File: config.mk
export PLATFORM = sky130hd
export DESIGN_NAME = mc_control_fsm_flat
export DESIGN_NICKNAME = d
export VERILOG_FILES = /design/src/rtl/rv_ctrl_pkg.sv /design/src/rtl/mc_control_fsm_if.sv /design/src/rtl/mc_opcode_decode.sv /design/src/rtl/mc_control_fsm.sv /design/src/flat_wrapper.sv
export SDC_FILE = /design/constraint.sdc
export NUM_CORES = 1
export LEC_CHECK = 0
export ABC_CLOCK_PERIOD_IN_PS = 1700
export BUFFER_PORTS_ARGS = -buffer_cell sky130_fd_sc_hd__buf_2
export CORE_UTILIZATION = 44
export DETAILED_ROUTE_END_ITERATION = 8
export PLACE_DENSITY = 0.75
export SKIP_CTS_REPAIR_TIMING = 1
export SLEW_MARGIN = 20
export SYNTH_ARGS = -nofsm -noshare
export SYNTH_HDL_FRONTEND = slang
export SYNTH_SLANG_ARGS = --single-unit
export TNS_END_PERCENT = 100
File: constraint.sdc
create_clock -name clk -period 1.7 [get_ports clk]
set_input_delay 0.085 -clock clk [delete_from_list [all_inputs] [get_ports clk]]
set_output_delay 0.085 -clock clk [all_outputs]
set_load 0.005 [all_outputs]
File: src/rtl/rv_ctrl_pkg.sv
// Shared RV32I control definitions: opcodes, phase encoding, ALU classes and
// the packed control word latched once per instruction.
package rv_ctrl_pkg;

  localparam logic [6:0] OP_R      = 7'b0110011;
  localparam logic [6:0] OP_LOAD   = 7'b0000011;
  localparam logic [6:0] OP_STORE  = 7'b0100011;
  localparam logic [6:0] OP_BRANCH = 7'b1100011;
  localparam logic [6:0] OP_ADDI   = 7'b0010011;
  localparam logic [6:0] OP_JAL    = 7'b1101111;
  localparam logic [6:0] OP_JALR   = 7'b1100111;
  localparam logic [6:0] OP_LUI    = 7'b0110111;
  localparam logic [6:0] OP_AUIPC  = 7'b0010111;

  typedef enum logic [2:0] {
    ST_FETCH  = 3'd0,
    ST_DECODE = 3'd1,
    ST_EXEC   = 3'd2,
    ST_MEM    = 3'd3,
    ST_WB     = 3'd4
  } state_t;

  typedef enum logic [1:0] {
    ALU_ADD   = 2'b00,
    ALU_SUB   = 2'b01,
    ALU_FUNCT = 2'b10,
    ALU_PASS  = 2'b11
  } aluop_t;

  typedef struct packed {
    logic   branch;
    logic   jump;
    logic   memread;
    logic   memwrite;
    logic   memtoreg;
    logic   alusrc;
    logic   regwrite;
    aluop_t aluop;
  } ctrl_word_t;

  // Loads and stores are the only classes that visit the MEM phase.
  function automatic logic cw_needs_mem(input ctrl_word_t cw);
    return cw.memread | cw.memwrite;
  endfunction

endpackage

File: src/rtl/mc_control_fsm_if.sv
// Control bus between the multi-cycle control unit (master) and the datapath
// (slave): instruction/memory status in, phase, strobes and control word out.
interface mc_control_fsm_if #(
  parameter int ALUOP_W = 2
);
  logic [6:0]         opcode;
  logic               mem_ready;
  logic [2:0]         state;
  logic               irwrite;
  logic               pcwrite;
  logic               branch;
  logic               jump;
  logic               memread;
  logic               memwrite;
  logic               memtoreg;
  logic               alusrc;
  logic               regwrite;
  logic [ALUOP_W-1:0] aluop;
  logic               illegal;

  modport master (
    input  opcode, mem_ready,
    output state, irwrite, pcwrite, branch, jump, memread, memwrite,
           memtoreg, alusrc, regwrite, aluop, illegal
  );

  modport slave (
    output opcode, mem_ready,
    input  state, irwrite, pcwrite, branch, jump, memread, memwrite,
           memtoreg, alusrc, regwrite, aluop, illegal
  );
endinterface

File: src/rtl/mc_opcode_decode.sv
// Combinational opcode decoder: produces the control word for one instruction
// and flags opcodes this configuration cannot execute.
module mc_opcode_decode
  import rv_ctrl_pkg::*;
#(
  parameter bit EXT_OPS = 1'b0
) (
  input  logic [6:0] opcode,
  output ctrl_word_t cw,
  output logic       illegal
);

  always_comb begin
    cw      = '0;
    illegal = 1'b0;
    case (opcode)
      OP_R: begin
        cw.regwrite = 1'b1;
        cw.aluop    = ALU_FUNCT;
      end
      OP_LOAD: begin
        cw.alusrc   = 1'b1;
        cw.memtoreg = 1'b1;
        cw.regwrite = 1'b1;
        cw.memread  = 1'b1;
        cw.aluop    = ALU_ADD;
      end
      OP_STORE: begin
        cw.alusrc   = 1'b1;
        cw.memwrite = 1'b1;
        cw.aluop    = ALU_ADD;
      end
      OP_BRANCH: begin
        cw.branch = 1'b1;
        cw.aluop  = ALU_SUB;
      end
      OP_ADDI: begin
        cw.alusrc   = 1'b1;
        cw.regwrite = 1'b1;
        cw.aluop    = ALU_ADD;
      end
      OP_JAL: begin
        if (EXT_OPS) begin
          cw.jump     = 1'b1;
          cw.regwrite = 1'b1;
        end else begin
          illegal = 1'b1;
        end
      end
      OP_JALR: begin
        if (EXT_OPS) begin
          cw.jump     = 1'b1;
          cw.regwrite = 1'b1;
          cw.alusrc   = 1'b1;
        end else begin
          illegal = 1'b1;
        end
      end
      OP_LUI, OP_AUIPC: begin
        if (EXT_OPS) begin
          cw.alusrc   = 1'b1;
          cw.regwrite = 1'b1;
          cw.aluop    = ALU_PASS;
        end else begin
          illegal = 1'b1;
        end
      end
      default: illegal = 1'b1;
    endcase
  end

endmodule

File: src/rtl/mc_control_fsm.sv
// Multi-cycle RV32I control unit: sequences FETCH/DECODE/EXEC/MEM/WB, latches
// the decoded control word in DECODE and holds it until the next FETCH.
module mc_control_fsm
  import rv_ctrl_pkg::*;
#(
  parameter bit MEM_WAIT = 1'b1,
  parameter bit EXT_OPS  = 1'b0,
  parameter int ALUOP_W  = 2
) (
  input  logic               clk,
  input  logic               reset,
  mc_control_fsm_if.master   bus
);

  state_t     state_q, state_d;
  ctrl_word_t cw_q, cw_d, dec_cw;
  logic       dec_illegal;
  logic       ready;
  logic       irwrite_c, pcwrite_c, illegal_c;

  mc_opcode_decode #(.EXT_OPS(EXT_OPS)) u_dec (
    .opcode  (bus.opcode),
    .cw      (dec_cw),
    .illegal (dec_illegal)
  );

  assign ready = MEM_WAIT ? bus.mem_ready : 1'b1;

  always_ff @(posedge clk or posedge reset) begin
    if (reset) begin
      state_q <= ST_FETCH;
      cw_q    <= '0;
    end else begin
      state_q <= state_d;
      cw_q    <= cw_d;
    end
  end

  // Every path that lands in FETCH also clears the control word on that edge.
  always_comb begin
    state_d   = state_q;
    cw_d      = cw_q;
    irwrite_c = 1'b0;
    pcwrite_c = 1'b0;
    illegal_c = 1'b0;
    case (state_q)
      ST_FETCH: begin
        cw_d = '0;
        if (ready) begin
          irwrite_c = 1'b1;
          state_d   = ST_DECODE;
        end
      end
      ST_DECODE: begin
        if (dec_illegal) begin
          illegal_c = 1'b1;
          pcwrite_c = 1'b1;
          cw_d      = '0;
          state_d   = ST_FETCH;
        end else begin
          cw_d    = dec_cw;
          state_d = ST_EXEC;
        end
      end
      ST_EXEC: begin
        if (cw_needs_mem(cw_q)) begin
          state_d = ST_MEM;
        end else if (cw_q.branch) begin
          pcwrite_c = 1'b1;
          cw_d      = '0;
          state_d   = ST_FETCH;
        end else begin
          state_d = ST_WB;
        end
      end
      ST_MEM: begin
        if (ready) begin
          if (cw_q.memread) begin
            state_d = ST_WB;
          end else begin
            pcwrite_c = 1'b1;
            cw_d      = '0;
            state_d   = ST_FETCH;
          end
        end
      end
      ST_WB: begin
        pcwrite_c = 1'b1;
        cw_d      = '0;
        state_d   = ST_FETCH;
      end
      default: begin
        cw_d    = '0;
        state_d = ST_FETCH;
      end
    endcase
  end

  // Strobes are masked while reset is held so the datapath sees a quiet bus.
  assign bus.state    = state_q;
  assign bus.irwrite  = irwrite_c & ~reset;
  assign bus.pcwrite  = pcwrite_c & ~reset;
  assign bus.illegal  = illegal_c & ~reset;
  assign bus.branch   = cw_q.branch;
  assign bus.jump     = cw_q.jump;
  assign bus.memread  = cw_q.memread;
  assign bus.memwrite = cw_q.memwrite;
  assign bus.memtoreg = cw_q.memtoreg;
  assign bus.alusrc   = cw_q.alusrc;
  assign bus.regwrite = cw_q.regwrite;
  assign bus.aluop    = ALUOP_W'(cw_q.aluop);

endmodule

File: src/flat_wrapper.sv
// flat-port wrapper written by rule: the top's interface ports become plain ports
module mc_control_fsm_flat import rv_ctrl_pkg::*;
#(
  parameter bit MEM_WAIT = 1'b1,
  parameter bit EXT_OPS  = 1'b0,
  parameter int ALUOP_W  = 2
)
  (clk, reset, bus_opcode, bus_mem_ready, bus_state, bus_irwrite, bus_pcwrite, bus_branch, bus_jump, bus_memread, bus_memwrite, bus_memtoreg, bus_alusrc, bus_regwrite, bus_aluop, bus_illegal);
  mc_control_fsm_if #(.ALUOP_W(ALUOP_W)) bus_i ();
  input  logic clk;
  input  logic reset;
  input wire logic [$bits(bus_i.opcode)-1:0] bus_opcode;
  input wire logic [$bits(bus_i.mem_ready)-1:0] bus_mem_ready;
  output wire logic [$bits(bus_i.state)-1:0] bus_state;
  output wire logic [$bits(bus_i.irwrite)-1:0] bus_irwrite;
  output wire logic [$bits(bus_i.pcwrite)-1:0] bus_pcwrite;
  output wire logic [$bits(bus_i.branch)-1:0] bus_branch;
  output wire logic [$bits(bus_i.jump)-1:0] bus_jump;
  output wire logic [$bits(bus_i.memread)-1:0] bus_memread;
  output wire logic [$bits(bus_i.memwrite)-1:0] bus_memwrite;
  output wire logic [$bits(bus_i.memtoreg)-1:0] bus_memtoreg;
  output wire logic [$bits(bus_i.alusrc)-1:0] bus_alusrc;
  output wire logic [$bits(bus_i.regwrite)-1:0] bus_regwrite;
  output wire logic [$bits(bus_i.aluop)-1:0] bus_aluop;
  output wire logic [$bits(bus_i.illegal)-1:0] bus_illegal;
  assign bus_i.opcode = bus_opcode;
  assign bus_i.mem_ready = bus_mem_ready;
  assign bus_state = bus_i.state;
  assign bus_irwrite = bus_i.irwrite;
  assign bus_pcwrite = bus_i.pcwrite;
  assign bus_branch = bus_i.branch;
  assign bus_jump = bus_i.jump;
  assign bus_memread = bus_i.memread;
  assign bus_memwrite = bus_i.memwrite;
  assign bus_memtoreg = bus_i.memtoreg;
  assign bus_alusrc = bus_i.alusrc;
  assign bus_regwrite = bus_i.regwrite;
  assign bus_aluop = bus_i.aluop;
  assign bus_illegal = bus_i.illegal;
  mc_control_fsm #(.MEM_WAIT(MEM_WAIT), .EXT_OPS(EXT_OPS), .ALUOP_W(ALUOP_W)) u_core (.clk(clk), .reset(reset), .bus(bus_i));
endmodule
==> results of run 1 <==
metal layers:
| metal | vias up | wire, um | part of all wire, % |
|---|---|---|---|
| met5 | - | 0 | 0 |
| li1 | 263 | - | - |
| met4 | 0 | 26 | 2.0 |
| met2 | 17 | 624 | 49 |
| met1 | 250 | 576 | 45 |
| met3 | 4 | 58 | 4.5 |
stage by stage:
step	hold slack (ps)	total power, uW	utilization [%]
CTS	-148	521	63.0
global placement	139	342	60.7
finish	119	517	64.5
detailed placement	144	343	60.7
floorplan	-54.6	313	-
global route	127	544	64.5
synth_stat cells, types with 2 or more instances:
| master | n | area [um2] |
|---|---|---|
| sky130_fd_sc_hd__a22o_2 | 3 | 30.0 |
| sky130_fd_sc_hd__nand2_1 | 7 | 26.3 |
| sky130_fd_sc_hd__dfrtp_1 | 11 | 275 |
| sky130_fd_sc_hd__nor2b_1 | 2 | 12.5 |
| sky130_fd_sc_hd__and3_1 | 2 | 12.5 |
| sky130_fd_sc_hd__a21oi_1 | 3 | 15.0 |
| sky130_fd_sc_hd__nand2b_1 | 2 | 12.5 |
| sky130_fd_sc_hd__nor2_1 | 6 | 22.5 |
| sky130_fd_sc_hd__o21ai_0 | 2 | 10.0 |
| sky130_fd_sc_hd__a22o_1 | 2 | 17.5 |
flip-flops by register name, summed over array words and instances, names as in the netlist:
register             count
u_core.bus.memwrite      1
u_core.bus.alusrc        1
u_core.bus.memread       1
u_core.bus.state         3
u_core.bus.memtoreg      1
u_core.bus.aluop         2
u_core.bus.branch        1
u_core.bus.regwrite      1
power by group through the flow:
| stage | logic (uW) | clock network (uW) | registers (uW) |
|---|---|---|---|
| 2_1_floorplan | 39.9 | 0 | 273 |
| 3_3_place_gp | 69.3 | 0 | 273 |
| 3_5_place_dp | 70.1 | 0 | 273 |
| 4_1_cts | 70.1 | 183 | 268 |
| 5_1_grt | 81.8 | 194 | 268 |
| 6_report | 71.5 | 178 | 268 |
cell families (layout without fill, tap and decap cells):
group | count (synthesis) | after routing | share of synthesized area, %
AND/OR/NAND/NOR | 26 | 26 | 24.8
AO/OA/AOI/OAI | 17 | 17 | 23.7
flip-flops | 11 | 11 | 47.9
buffers and inverters | 3 | 31 | 2.83
other | 1 | 1 | 0.653
final timing paths:
path	to	cells after the start	start
max in group asynchronous	u_core.bus.regwrite	3	reset
setup reg to reg	u_core.bus.alusrc	4	u_core.bus.memwrite
hold / removal	u_core.bus.aluop[1]	2	bus_opcode[4]
setup / recovery	bus_pcwrite	5	u_core.bus.state[1]
hold reg to reg	u_core.bus.aluop[0]	1	u_core.bus.aluop[0]
min in group asynchronous	u_core.bus.state[2]	3	reset
worst register-to-register path: stages, from the launching register on:
cell and delay [ps]:
sky130_fd_sc_hd__dfrtp_1 400, sky130_fd_sc_hd__or3b_1 380, sky130_fd_sc_hd__a21oi_2 190, sky130_fd_sc_hd__nor2_2 100, sky130_fd_sc_hd__a22o_1 230
area by class of cell:
class / instances / area share (%)
well taps: 14 / 2.35
inverters: 1 / 0.503
flip-flops and latches: 11 / 36.9
clock buffers: 4 / 3.52
repair buffers: 26 / 18.8
multi-input cells: 44 / 37.9
layout by cell type, fill, tap and decap left out:
| cell type | netlist | layout |
|---|---|---|
| sky130_fd_sc_hd__and2b_4 | 1 | 1 |
| sky130_fd_sc_hd__a21bo_2 | 1 | 1 |
| sky130_fd_sc_hd__a22o_1 | 2 | 2 |
| sky130_fd_sc_hd__nor2_1 | 6 | 6 |
| sky130_fd_sc_hd__and4bb_2 | 1 | 1 |
| sky130_fd_sc_hd__a21oi_2 | 1 | 1 |
| sky130_fd_sc_hd__dlygate4sd3_1 | 0 | 1 |
| sky130_fd_sc_hd__nor2_2 | 1 | 1 |
| sky130_fd_sc_hd__conb_1 | 1 | 1 |
| sky130_fd_sc_hd__a32oi_1 | 1 | 1 |
| sky130_fd_sc_hd__nand3_1 | 1 | 1 |
| sky130_fd_sc_hd__clkbuf_1 | 0 | 1 |
| sky130_fd_sc_hd__o21ai_0 | 2 | 2 |
| sky130_fd_sc_hd__a311o_2 | 1 | 1 |
| sky130_fd_sc_hd__inv_1 | 1 | 1 |
| sky130_fd_sc_hd__buf_2 | 1 | 23 |
| sky130_fd_sc_hd__a21oi_1 | 3 | 3 |
| sky130_fd_sc_hd__buf_4 | 1 | 2 |
| sky130_fd_sc_hd__clkbuf_4 | 0 | 3 |
| sky130_fd_sc_hd__and3_1 | 2 | 2 |
| sky130_fd_sc_hd__nor4b_1 | 1 | 1 |
| sky130_fd_sc_hd__a211oi_1 | 1 | 1 |
| sky130_fd_sc_hd__nor2b_1 | 2 | 2 |
| sky130_fd_sc_hd__a22o_2 | 3 | 3 |
| sky130_fd_sc_hd__o211ai_1 | 1 | 1 |
| sky130_fd_sc_hd__nor3_1 | 1 | 1 |
| sky130_fd_sc_hd__dfrtp_1 | 11 | 11 |
| sky130_fd_sc_hd__or3b_1 | 1 | 1 |
| sky130_fd_sc_hd__a32o_1 | 1 | 1 |
| sky130_fd_sc_hd__nand2_1 | 7 | 7 |
| sky130_fd_sc_hd__nand2b_1 | 2 | 2 |
==> qor.txt, run 1 <==
=====================================================================================
Result of the run ...................................................... finished clean
Non-Filler Cell Area, Final ............................................      746 um2
Final sum of negative setup slack ......................................         0 ps
Crit-path cells ........................................................ nor2_1, nand2_1, a211oi_1, a311o_2, buf_2
Clock group share of total power .......................................        34.4%
Leakage power ..........................................................  0.000403 uW
Number of pins with negative max-slew slack in the final report ........            0
Die footprint ..........................................................  0.00145 mm2
Filler instances .......................................................          102
Internal cell power ....................................................       388 uW
Distinct cells, synth ..................................................           28
Share of flip-flops with an asynchronous set or reset ..................         100%
Max-cap violation count ................................................            0
Mean area per synthesized cell .........................................     9.90 um2
Initial core utilization ...............................................        49.7%
Layout overhead on the synthesized area ................................        29.8%
WP data required .......................................................      1620 ps
Highest Clock Rate .....................................................      615 MHz
CTS tree ...............................................................          yes
Number of synthesized register bits ....................................           11
Routed wire length .....................................................      1290 um
Clock latency on the worst-skew pair ...................................       270 ps
Logic gate share of total power ........................................        13.8%
GR Util met1 ...........................................................        27.1%
Mapped Cells ...........................................................           58
Fraction of met3 tracks used by global routing .........................        3.49%
Average wire per standard cell .........................................      12.9 um
Number of cells after detailed placement ...............................           94
Pin count of the biggest net entering global routing ...................           13
Syn Std Cell Area ......................................................      574 um2
Critical path startpoint category ......................................     register
Sw Ratio ...............................................................        25.0%
Critical path arrival ..................................................      1540 ps
Number of remaining DRC errors .........................................            0
Placed wire-length estimate ............................................       970 um
Final period util ......................................................        95.6%
Aggregate global-route resource usage ..................................        20.8%
Antenna violations before repair .......................................            0
Routability-driven placement congestion ratio ..........................        0.784
GRT met2 Usage .........................................................        31.8%
Final Skew .............................................................     0.613 ps
Unrepaired setup endpoints after global routing ........................           no
Synthesis warning total ................................................            0
Top delay family on crit path .......................................... compound AO/OA/AOI/OAI gates
Floorplan core area ....................................................  0.00116 mm2
Die outline height .....................................................      38.1 um
Clock Sinks ............................................................           11
R2r setup slk ..........................................................       300 ps
Number of failing setup endpoints in the final timing report ...........            0
Worst setup EP type ....................................................  output port
Num rows ...............................................................           12
Nets in the synthesized netlist ........................................           68
Die Span X .............................................................      38.1 um
First-pass GRT wire length .............................................      2010 um
Clk Tree Root Cell ..................................................... sky130_fd_sc_hd__clkbuf_4
Shortest period the worst path allows ..................................      1630 ps
Count of TritonRoute iterations in the first routing pass ..............            4
Share of cells above drive strength 1 ..................................        43.0%
Total via count after detailed routing .................................          534
Critical path's slowest cell ........................................... sky130_fd_sc_hd__dfrtp_1
Top_reg_cell synth ..................................................... sky130_fd_sc_hd__dfrtp_1
Final count of hold timing violations ..................................            0
Post-synth EDFFs .......................................................            0
Vias in the first global route .........................................          459
Share of the yosys chip area belonging to registers ....................        47.9%
Setup WS pre-CTS .......................................................       279 ps
Post-route insts no fill ...............................................          100
Type of the setup path with the least slack ............................      reg2out
Total area of multi-input combinational cells ..........................      283 um2
Peak supply drop .......................................................       426 uV
Busiest metal layer after global routing ...............................         met2
Minimum setup slack in the final design ................................      74.6 ps
TritonCTS Buffers ......................................................            3
Power density of the placed cells ......................................   694 mW/mm2
I/O pin count ..........................................................           25
Antenna diodes .........................................................            0
Class of the most critical hold timing path ............................       in2reg
H-tree depth ...........................................................            1
Max incr delay on CP ...................................................       440 ps
Count of routing violations after the opening detailed-route iteration .            6
Count of buffers inserted at the top-level ports .......................           23
Final ANT Viol Nets ....................................................            0
Clk slew on worst S/H paths ............................................        70 ps
Flip-flop and latch area ...............................................      275 um2
Total global routing overflow ..........................................            0
Buffering stage count on the worst path with inverters included ........            1
Largest fanout on the critical path ....................................            7
Sw power ...............................................................       129 uW
Number of buffers on the longest clock path ............................            2
Number of nets in the finished design ..................................           97
Total placed instance area .............................................      702 um2
Via density ............................................................         5.34
Sequential share of power ..............................................        51.8%
=====================================================================================
(Power assumes the default switching activity.)
==> run 2, diff against run 1 <==
CORE_MARGIN = 10   (was not set)
SETUP_SLACK_MARGIN = 0.5   (was not set)
==> qor.txt, run 2 (synthesis results as in run 1) <==
=====================================================================================
Final Skew .............................................................      2.07 ps
Number of remaining DRC errors .........................................            0
Clock latency on the worst-skew pair ...................................       270 ps
Peak supply drop .......................................................       450 uV
First-pass GRT wire length .............................................      2300 um
H-tree depth ...........................................................            1
Routability-driven placement congestion ratio ..........................        0.861
Filler instances .......................................................           88
Total placed instance area .............................................      702 um2
Total via count after detailed routing .................................          572
Aggregate global-route resource usage ..................................        9.20%
CTS tree ...............................................................          yes
Most frequent cells in the layout ...................................... 23 x sky130_fd_sc_hd__buf_2, 10 x sky130_fd_sc_hd__dfrtp_1, 6 x sky130_fd_sc_hd__nand2_1
Final period util ......................................................        95.0%
Critical path arrival ..................................................      1530 ps
Initial core utilization ...............................................        49.0%
Count of routing violations after the opening detailed-route iteration .            6
Commonest non-fill, non-tap cell in the layout ......................... sky130_fd_sc_hd__buf_2
Shortest period the worst path allows ..................................      1620 ps
Die footprint ..........................................................  0.00315 mm2
Leakage power ..........................................................  0.000417 uW
Power density of the placed cells ......................................   672 mW/mm2
Placed wire-length estimate ............................................      1170 um
Via density ............................................................         5.61
Utilization after layout ...............................................        67.5%
Average wire per standard cell .........................................      15.9 um
Number of nets in the finished design ..................................           99
Final count of hold timing violations ..................................            0
Final sum of negative setup slack ......................................         0 ps
Number of buffers on the longest clock path ............................            2
Share of cells above drive strength 1 ..................................        51.1%
Routed wire length .....................................................      1620 um
Worst setup EP type ....................................................  output port
Clock Sinks ............................................................           11
Clk slew on worst S/H paths ............................................        70 ps
Type of the setup path with the least slack ............................      reg2out
Number of failing setup endpoints in the final timing report ...........            0
Result of the run ...................................................... finished clean
Highest Clock Rate .....................................................      619 MHz
Critical path startpoint category ......................................     register
Count of TritonRoute iterations in the first routing pass ..............            4
Die Span X .............................................................      56.1 um
Unrepaired setup endpoints after global routing ........................          yes
Largest register FFs ...................................................            3
Layout overhead on the synthesized area ................................        37.7%
Largest fanout on the critical path ....................................            2
Non-Filler Cell Area, Final ............................................      791 um2
Antenna diodes .........................................................            0
Pin count of the biggest net entering global routing ...................           13
Antenna violations before repair .......................................            0
Final ANT Viol Nets ....................................................            0
Class of the most critical hold timing path ............................       in2reg
Total global routing overflow ..........................................            0
Number of pins with negative max-slew slack in the final report ........            0
Vias in the first global route .........................................          515
Die outline height .....................................................      56.1 um
Max-cap violation count ................................................            0
Clk Tree Root Cell ..................................................... sky130_fd_sc_hd__clkbuf_4
Count of buffers inserted at the top-level ports .......................           23
WP data required .......................................................      1620 ps
TritonCTS Buffers ......................................................            3
Num rows ...............................................................           12
I/O pin count ..........................................................           25
Floorplan core area ....................................................  0.00117 mm2
=====================================================================================
[run 2: final timing paths]
path,end,cells past startpoint,startpoint,slack [ps]
hold / removal,u_core.bus.branch,3,bus_opcode[6],130
setup / recovery,bus_pcwrite,4,u_core.bus.state[0],80
min in group asynchronous,u_core.bus.state[2],3,reset,430
hold reg to reg,u_core.bus.aluop[0],1,u_core.bus.aluop[0],490
max in group asynchronous,u_core.bus.state[1],3,reset,920
setup reg to reg,u_core.bus.alusrc,4,u_core.bus.state[0],300
[run 2: layout make-up]
type	count	area [um2]	area share (%)
Inverter	1	3.75	0.475
Multi-Input combinational cell	44	308	38.9
Timing Repair Buffer	28	159	20.1
Clock buffer	4	26.3	3.32
Tap cell	14	17.5	2.22
Sequential cell	11	277	35.0
[run 2: worst max-delay path, cell delays in order, from the launching register on]
cell and delay (ps):
sky130_fd_sc_hd__dfrtp_1 400, sky130_fd_sc_hd__or3b_4 410, sky130_fd_sc_hd__a21oi_4 160, sky130_fd_sc_hd__a311o_2 180, sky130_fd_sc_hd__buf_2 100
[run 2: layer usage]
layer	part of all wire, %	track usage, %	vias to the layer above
li1	-	-	271
met5	0	0	-
met4	2.3	6.14	0
met1	43	9.82	274
met3	6.7	4.10	5
met2	48	14.2	22
[run 2: metrics by stage]
stage	hold slack [ps]	setup WS [ps]	power, uW	cells
final	127	84.3	531	102
after CTS	-155	90.9	521	98
after floorplan	-54.6	376	314	58
after global placement	130	362	343	94
after global routing	120	36.8	560	102
after detailed placement	135	334	344	94
[run 2: where the power goes]
group          internal (uW)  total [uW]  switching, uW  leakage [uW]
Sequential               265         269           3.71      0.000150
Clock                   90.9         176           85.4     0.0000150
Combinational           40.8        85.7           44.9      0.000252
Total                    397         531            134      0.000417
==> run 3, diff against run 2 <==
CORE_UTILIZATION = 49   (was 44)
PLACE_DENSITY = not set   (was 0.75)
PLACE_DENSITY_LB_ADDON = 0.2   (was not set)
SYNTH_HIERARCHICAL = 1   (was not set)
==> qor.txt, run 3 <==
=====================================================================================
Leakage power ..........................................................  0.000517 uW
Antenna violations before repair .......................................            0
Num rows ...............................................................           14
Worst hold path cell count .............................................            3
Initial core utilization ...............................................        51.5%
Critical path startpoint category ......................................     register
Number of buffers on the longest clock path ............................            2
Count of buffers inserted at the top-level ports .......................           24
Final ANT Viol Nets ....................................................            0
Number of nets in the finished design ..................................          118
Post-synth EDFFs .......................................................            0
Mapped Cells ...........................................................           71
Synthesis warning total ................................................            6
Clock latency on the worst-skew pair ...................................       270 ps
Placed wire-length estimate ............................................      1400 um
Final count of hold timing violations ..................................            0
Flip-flop and latch area ...............................................      307 um2
Critical path arrival ..................................................      1450 ps
Synth top area share ...................................................        38.7%
Routed wire length .....................................................      2250 um
Top_reg_cell synth ..................................................... sky130_fd_sc_hd__dfrtp_1
CTS tree ...............................................................          yes
Vias in the first global route .........................................          686
Worst hold slack .......................................................       172 ps
Largest fanout on the critical path ....................................            7
Number of failing setup endpoints in the final timing report ...........            0
Largest register FFs ...................................................            3
Pin count of the biggest net entering global routing ...................           15
Class of the most critical hold timing path ............................       in2reg
TritonCTS Buffers ......................................................            3
Filler instances .......................................................          117
Aggregate global-route resource usage ..................................        11.0%
Yosys top cell by area ................................................. sky130_fd_sc_hd__dfrtp_1
Via density ............................................................         5.95
Die outline height .....................................................      59.8 um
First-pass GRT wire length .............................................      3100 um
Share of the yosys chip area belonging to registers ....................        38.7%
Count of routing violations after the opening detailed-route iteration .           15
Total global routing overflow ..........................................            0
Clk Tree Root Cell ..................................................... sky130_fd_sc_hd__clkbuf_4
Layout overhead on the synthesized area ................................        40.6%
Most instantiated library cell after synthesis ......................... sky130_fd_sc_hd__dfrtp_1
Share of cells above drive strength 1 ..................................        59.8%
Clock Sinks ............................................................           12
Power density of the placed cells ......................................   580 mW/mm2
Total via count after detailed routing .................................          732
Die footprint ..........................................................  0.00357 mm2
Count of TritonRoute iterations in the first routing pass ..............            4
Die Span X .............................................................      59.8 um
Final period util ......................................................        90.3%
R2r setup slk ..........................................................       290 ps
Total area of multi-input combinational cells ..........................      467 um2
Non-Filler Cell Area, Final ............................................  0.00109 mm2
Distinct cells, synth ..................................................           34
Worst setup EP type ....................................................  output port
Final Skew .............................................................      2.02 ps
Average wire per standard cell .........................................      18.3 um
Antenna diodes .........................................................            0
Nets in the synthesized netlist ........................................           81
Worst hold start ....................................................... bus_opcode[4]
Max-cap violation count ................................................            0
Type of the setup path with the least slack ............................      reg2out
Worst reg2reg path endpoint ............................................ u_core/bus.state[1]
Shortest period the worst path allows ..................................      1540 ps
Hold EP ................................................................ u_core/bus.memread
I/O pin count ..........................................................           25
Syn Std Cell Area ......................................................      776 um2
Most frequent cells after synthesis .................................... 12 x sky130_fd_sc_hd__dfrtp_1, 8 x sky130_fd_sc_hd__a22o_1, 5 x sky130_fd_sc_hd__buf_4
Clk slew on worst S/H paths ............................................        80 ps
Number of remaining DRC errors .........................................            0
FF-to-FF Start ......................................................... u_core/bus.state[0]
Mean area per synthesized cell .........................................     10.9 um2
Number of synthesized register bits ....................................           12
Total placed instance area .............................................      878 um2
Share of flip-flops with an asynchronous set or reset ..................         100%
Commonest non-fill, non-tap cell in the layout ......................... sky130_fd_sc_hd__buf_2
Routability-driven placement congestion ratio ..........................        0.834
Peak supply drop .......................................................       335 uV
Most frequent cells in the layout ...................................... 24 x sky130_fd_sc_hd__buf_2, 9 x sky130_fd_sc_hd__buf_4, 8 x sky130_fd_sc_hd__a22o_1
Result of the run ...................................................... finished clean
Floorplan core area ....................................................  0.00151 mm2
Worst reg2reg path depth ...............................................            4
H-tree depth ...........................................................            1
Highest Clock Rate .....................................................      651 MHz
Number of pins with negative max-slew slack in the final report ........            0
Unrepaired setup endpoints after global routing ........................          yes
Main area contributors after synthesis ................................. sky130_fd_sc_hd__dfrtp_1 39%, sky130_fd_sc_hd__a22o_1 9.0%, sky130_fd_sc_hd__buf_4 4.8%, sky130_fd_sc_hd__nor3_2 3.9%, sky130_fd_sc_hd__nor3b_2 3.2%
Final sum of negative setup slack ......................................         0 ps
WP data required .......................................................      1620 ps
=====================================================================================
-- run 3: cell count changes after synthesis, sizes merged, moves of 3 or more --
cell   previous run  this run
nor3              1         4
nand2             7         2
nor4              0         4
nor2              7         4
buf               2         7
a22o              5         8
-- run 3: layout make-up --
type | count | share of cell area [%]
clock buffers | 4 | 3.33
inverters | 2 | 0.688
multi-input cells | 50 | 42.8
flip-flops and latches | 12 | 28.1
well taps | 16 | 1.83
repair buffers | 39 | 23.3
-- run 3: logic make-up (layout without fill, tap and decap cells) --
logic type / after synthesis / in the layout / synth area share [%]
DFF: 12 / 12 / 38.7
buffers and inverters: 9 / 45 / 7.90
and+or+nand+nor: 30 / 30 / 32.4
other: 1 / 1 / 0.483
AOI/OAI and AO/OA: 19 / 19 / 20.5
-- run 3: stage by stage --
stage	util (%)	total power, uW	instances	setup slack, ps
3_5_place_dp	58.3	377	105	248
3_3_place_gp	58.3	376	105	269
5_1_grt	72.4	660	123	99.9
2_1_floorplan	-	350	71	451
6_report	72.4	633	123	165
4_1_cts	60.7	606	109	18.1
-- run 3: power breakdown --
| group | internal [uW] | total [uW] | switching [uW] |
|---|---|---|---|
| clock | 130 | 228 | 98.0 |
| combinational | 52.4 | 109 | 56.4 |
| sequential | 289 | 296 | 7.38 |
| total | 471 | 633 | 162 |
-- run 3: worst max-delay path: stages (launching register included) --
cell and delay, ps:
sky130_fd_sc_hd__dfrtp_2 470, sky130_fd_sc_hd__nor4b_4 310, sky130_fd_sc_hd__a22oi_1 140, sky130_fd_sc_hd__a21oi_1 130, sky130_fd_sc_hd__buf_2 120
-- run 3: how the worst max path moves through the flow --
stage	start	to	slack (ps)	depth (start not counted)
after floorplan	bus_opcode[2]	u_core/bus.aluop[0]	450	5
after global placement	u_core/bus.state[0]	u_core/bus.aluop[1]	270	3
after detailed placement	u_core/bus.state[0]	u_core/bus.alusrc	250	3
after CTS	u_core/bus.state[0]	bus_pcwrite	20	4
after global routing	u_core/bus.state[0]	bus_pcwrite	100	4
final	u_core/bus.state[0]	bus_pcwrite	160	4
-- run 3: per-layer routing --
metal | GRT usage (%) | vias to the layer above | wire, um
li1 | - | 339 | -
met1 | 14.0 | 355 | 997
met2 | 16.2 | 36 | 1060
met3 | 3.81 | 2 | 164
met4 | 4.81 | 0 | 25
met5 | 0 | - | 0
